`config.mk`:
```
export PLATFORM = sky130hd
export DESIGN_NAME = compute_lane_responder
export DESIGN_NICKNAME = d
export VERILOG_FILES = /design/src/rtl/compute_lane_responder.sv
export SDC_FILE = /design/constraint.sdc
export NUM_CORES = 1
export LEC_CHECK = 0
export BUFFER_PORTS_ARGS = -buffer_cell sky130_fd_sc_hd__buf_4
export CORE_MARGIN = 3
export CORE_UTILIZATION = 30
export CTS_CLUSTER_SIZE = 14
export DETAILED_ROUTE_END_ITERATION = 12
export PLACE_DENSITY = 0.46
export SYNTH_ARGS = -nofsm -noshare
export SYNTH_HDL_FRONTEND = slang
export SYNTH_SLANG_ARGS = --single-unit
```
`constraint.sdc`:
```
create_clock -name clk -period 2.7 [get_ports clk]
set_clock_uncertainty 0.2 [all_clocks]
set_input_delay 0.135 -clock clk [delete_from_list [all_inputs] [get_ports clk]]
set_output_delay 0.135 -clock clk [all_outputs]
set_load 0.03 [all_outputs]
```
`src/rtl/compute_lane_responder.sv`:
```
// Iterative round-function responder: accepts an operand, applies ROUNDS rounds of
// x <= rotl1(x) + ROUND_CONST, then holds the result as a level. Optional macro: COMPUTE_FAULT_INJECT_EN.
module compute_lane_responder #(
    parameter int unsigned WIDTH       = 64,
    parameter int unsigned ROUNDS      = 4,
    parameter logic [63:0] ROUND_CONST = 64'h9E37_79B9_7F4A_7C15
) (
    input  logic             clk,
    input  logic             rst,
    input  logic             comp_valid,
    output logic             comp_ready,
    input  logic [WIDTH-1:0] comp_data,
    output logic             comp_done,
    output logic [WIDTH-1:0] comp_out,
    output logic             overrun_err
`ifdef COMPUTE_FAULT_INJECT_EN
    ,
    input  logic             fault_arm,
    input  logic [WIDTH-1:0] fault_mask
`endif
);

    // state | meaning
    // IDLE  | no result held, ready for a command
    // BUSY  | rounds in progress, commands rejected (overrun)
    // DONE  | result held on comp_out, ready for a command
    typedef enum logic [1:0] {IDLE, BUSY, DONE} state_t;

    localparam int unsigned      CW       = $clog2(ROUNDS + 1);
    localparam logic [WIDTH-1:0] RC       = WIDTH'(ROUND_CONST);
    localparam logic [CW-1:0]    CNT_INIT = CW'(ROUNDS);

    state_t           state_q, state_d;
    logic [WIDTH-1:0] x_q, x_d;
    logic [CW-1:0]    cnt_q, cnt_d;
    logic [WIDTH-1:0] out_q, out_d;
    logic             ovr_q, ovr_d;
    logic [WIDTH-1:0] round_val;

`ifdef COMPUTE_FAULT_INJECT_EN
    logic             arm_q, arm_d;
    logic [WIDTH-1:0] mask_q, mask_d;
`endif

    assign comp_ready  = (state_q != BUSY);
    assign comp_done   = (state_q == DONE);
    assign comp_out    = out_q;
    assign overrun_err = ovr_q;
    assign round_val   = {x_q[WIDTH-2:0], x_q[WIDTH-1]} + RC;

    always_comb begin
        state_d = state_q;
        x_d     = x_q;
        cnt_d   = cnt_q;
        out_d   = out_q;
        ovr_d   = ovr_q;
`ifdef COMPUTE_FAULT_INJECT_EN
        arm_d   = arm_q;
        mask_d  = mask_q;
`endif
        case (state_q)
            IDLE, DONE: begin
                if (comp_valid) begin
                    x_d     = comp_data;
                    cnt_d   = CNT_INIT;
                    state_d = BUSY;
`ifdef COMPUTE_FAULT_INJECT_EN
                    arm_d   = fault_arm;
                    mask_d  = fault_mask;
`endif
                end
            end
            BUSY: begin
                x_d   = round_val;
                cnt_d = cnt_q - CW'(1);
                if (comp_valid) ovr_d = 1'b1;
                // Result is published on the same edge that applies the last round.
                if (cnt_q == CW'(1)) begin
                    state_d = DONE;
`ifdef COMPUTE_FAULT_INJECT_EN
                    out_d   = round_val ^ (arm_q ? mask_q : '0);
`else
                    out_d   = round_val;
`endif
                end
            end
            default: state_d = IDLE;
        endcase
    end

    always_ff @(posedge clk) begin
        if (rst) begin
            state_q <= IDLE;
            x_q     <= '0;
            cnt_q   <= '0;
            out_q   <= '0;
            ovr_q   <= 1'b0;
`ifdef COMPUTE_FAULT_INJECT_EN
            arm_q   <= 1'b0;
            mask_q  <= '0;
`endif
        end else begin
            state_q <= state_d;
            x_q     <= x_d;
            cnt_q   <= cnt_d;
            out_q   <= out_d;
            ovr_q   <= ovr_d;
`ifdef COMPUTE_FAULT_INJECT_EN
            arm_q   <= arm_d;
            mask_q  <= mask_d;
`endif
        end
    end

endmodule

```
==> impl_results.md <==
* Status: completed
* Syn Area/Cell at 7.36 um2
* Crit Path Class: reg2reg
* PwrDens at 609 nW/um2
* Endpoints failing setup at 0
* DRT met1 WL at 14600 um
* Max_cap viols at 0
* Final period utilization at 0.971
* Largest net degree at the start of global routing at 88
* Number of global-route vias before repair at 8438
* Final slew viol count at 0
* Worst Path Arrival at 2.76 ns
* CP Max Fanout at 6
* Met2 WL at 14700 um
* Cell Area, Synth at 7620 um2
* Initial antenna violation count at 0
* Layout Cells excl Fill at 1652
* Crit-path leading delay family: simple AND/OR/NAND/NOR gates
* Yosys reg bits at 134
* Total CTS buffers at 17
* Met3 routed WL at 1070 um
* Clock sink total at 134
* CTS tree: yes
* Share of cells above drive strength 1 at 0.272
* Unrepaired setup endpoints after global routing: false
* R2R setup slack at 0.08 ns
* Core area at 24700 um2
* Crit-path cells: buf_4, or4_4, or4_4, a21oi_4, buf_4, o21ai_1, xor2_1, a211oi_1
* Number of diodes at 0
* DR pass1 iterations at 5
* Die ar. at 27400 um2
* Area delta synth->final at 48.0%
* Final HPWL DP at 22500 um
* Hold Path Class: reg2reg
* Tmin final at 2.62 ns
* Slew of the pin with the lowest slew margin at 0.694 ns
* Row cnt at 57
* Synth warn at 0
* Drt total wl at 31000 um
* Worst Path Required at 2.84 ns
* Ys flop type: dfxtp_1
* # H-tree levels at 4
* Initial Util at 0.309
* Slew headroom at 0.533
* Syn_nets at 1106
* CP startpoint kind: flip-flop
* DRC viols at 0
* Type of destination of the critical path: flip-flop
* Most frequent cells in the layout: buf_4, nand2_1, dfxtp_1
* Initial DRC count at 513
* Max layer used: met4
* Slowest cell on crit path: or4_4
* VDD IR max at 0.322 mV
* CTS max path bufs at 2
* Clock Root Buffer: clkbuf_16
* Wire length per cell at 18.7 um
* GRT Resource Usage Total at 0.226
* Reg area at 2690 um2
* Ys async rst share at 0
* Chip height at 165 um
* DR vias/cell at 5.17
* Synth Instances at 1036
* Hold WS at 0.257 ns
* Area of the multi-input gates at 4710 um2
* Number of flops mapped to enable cells by yosys at 0
* GRT Residual Overflow at 0
* # nets final at 1385
* WP buf/inv at 2
* IO Pins at 134
* Clk_lat worst skew at 0.44 ns
* Crit-path max cell delay at 0.52 ns
* Lkg Pwr at 4.70 nW
* Fmax at 382 MHz
* Via count at 8535
* Sequential element share of the synthesized area at 0.352
* Final Hold Viols at 0
* Tot Pwr at 6.87 mW
* Die width at 165 um
* Setup WS post-layout at 0.0795 ns
* Gp weighted congestion at 0.921
* Placed Cells at 1547
* Yosys cell types at 72
* Clock-pin slew on the worst setup and hold paths at 0.06 ns
* Post-route antenna net violation count at 0
* First-pass GRT wire length at 47800 um
* Post-placement setup slack at -0.112 ns
* Port-buffer cells at 133
* Most common cell after layout, fill and taps aside: buf_4
* Fillers at 2586
[routing by layer]
layer / up-vias / GRT usage
met2: 220 / 0.380
li1: 4254 / -
met3: 36 / 0.0299
met4: 0 / 0.0662
met1: 4025 / 0.303
met5: - / 0
[metrics by stage]
stage / TNS (ns) / util / cell area, um2
after floorplan: 0 / - / 7620
after global placement: -0.0411 / 0.398 / 9820
after detailed placement: -0.260 / 0.398 / 9820
after CTS: 0 / 0.452 / 11200
after global routing: 0 / 0.457 / 11300
final: 0 / 0.457 / 11300
[area by class of cell]
cell class	instances	share of cell area
timing repair buffer	348	0.252
clock buffer	19	0.0393
multi-input combinational	803	0.417
tap	324	0.0359
clock inverter	13	0.0132
inverter	11	0.00366
sequential	134	0.239
[logic make-up after synthesis]
kind of cell | after synthesis | share of synthesized area
adder cells (fa/ha/maj) | 3 | 0.00493
AO/OA/AOI/OAI | 268 | 0.236
AND/OR/NAND/NOR | 478 | 0.293
multiplexers | 5 | 0.00657
flip-flops | 134 | 0.352
XOR/XNOR | 49 | 0.0563
buffers and inverters | 99 | 0.0515
[timing repair]
action / 4_1_cts / 5_1_grt
setup buffers: 1 / 2
hold buffers: 71 / 0
gates resized for setup: 8 / 27
endpoints found under the hold margin: 73 / 0
pin swaps: 1 / 12
endpoints found under the setup margin: 16 / 37
[where the power goes]
part | internal [mW] | switching (mW)
sequential | 2.13 | 0.170
clock | 1.40 | 0.991
combinational | 0.968 | 1.21
total | 4.50 | 2.37
[sequential cells by signal (all words and copies together), names as in the netlist]
name and flops:
comp_out 64, state_q 2, overrun_err 1, cnt_q 3
x_q 64
[final timing paths]
kind                    start          end  depth (start not counted)
setup / recovery      x_q[27]      x_q[42]                          8
hold / removal    comp_out[4]  comp_out[4]                          2
setup reg to reg      x_q[27]      x_q[42]                          8
hold reg to reg   comp_out[4]  comp_out[4]                          2
[synthesized netlist by cell type (10+ instances only)]
master / n / area share
a211oi_1: 32 / 0.032
a21oi_1: 83 / 0.054
a311oi_1: 24 / 0.028
a31oi_1: 13 / 0.011
and3_1: 22 / 0.018
buf_2: 11 / 0.0072
clkbuf_1: 68 / 0.033
dfxtp_1: 134 / 0.35
inv_1: 10 / 0.0049
nand2_1: 215 / 0.11
nand3_1: 44 / 0.029
nand4_1: 12 / 0.0098
nor2_1: 91 / 0.045
nor3_1: 23 / 0.015
o21ai_0: 37 / 0.024
xnor2_1: 28 / 0.032
xor2_1: 21 / 0.024
[worst register-to-register path: cells and delay by family (launching register included)]
family	cells	cell delay, ns
compound gates	3	0.51
flops	1	0.34
buf+inv	2	0.33
simple gates	2	0.97
xor+xnor	1	0.17
(Power assumes the default switching activity.)
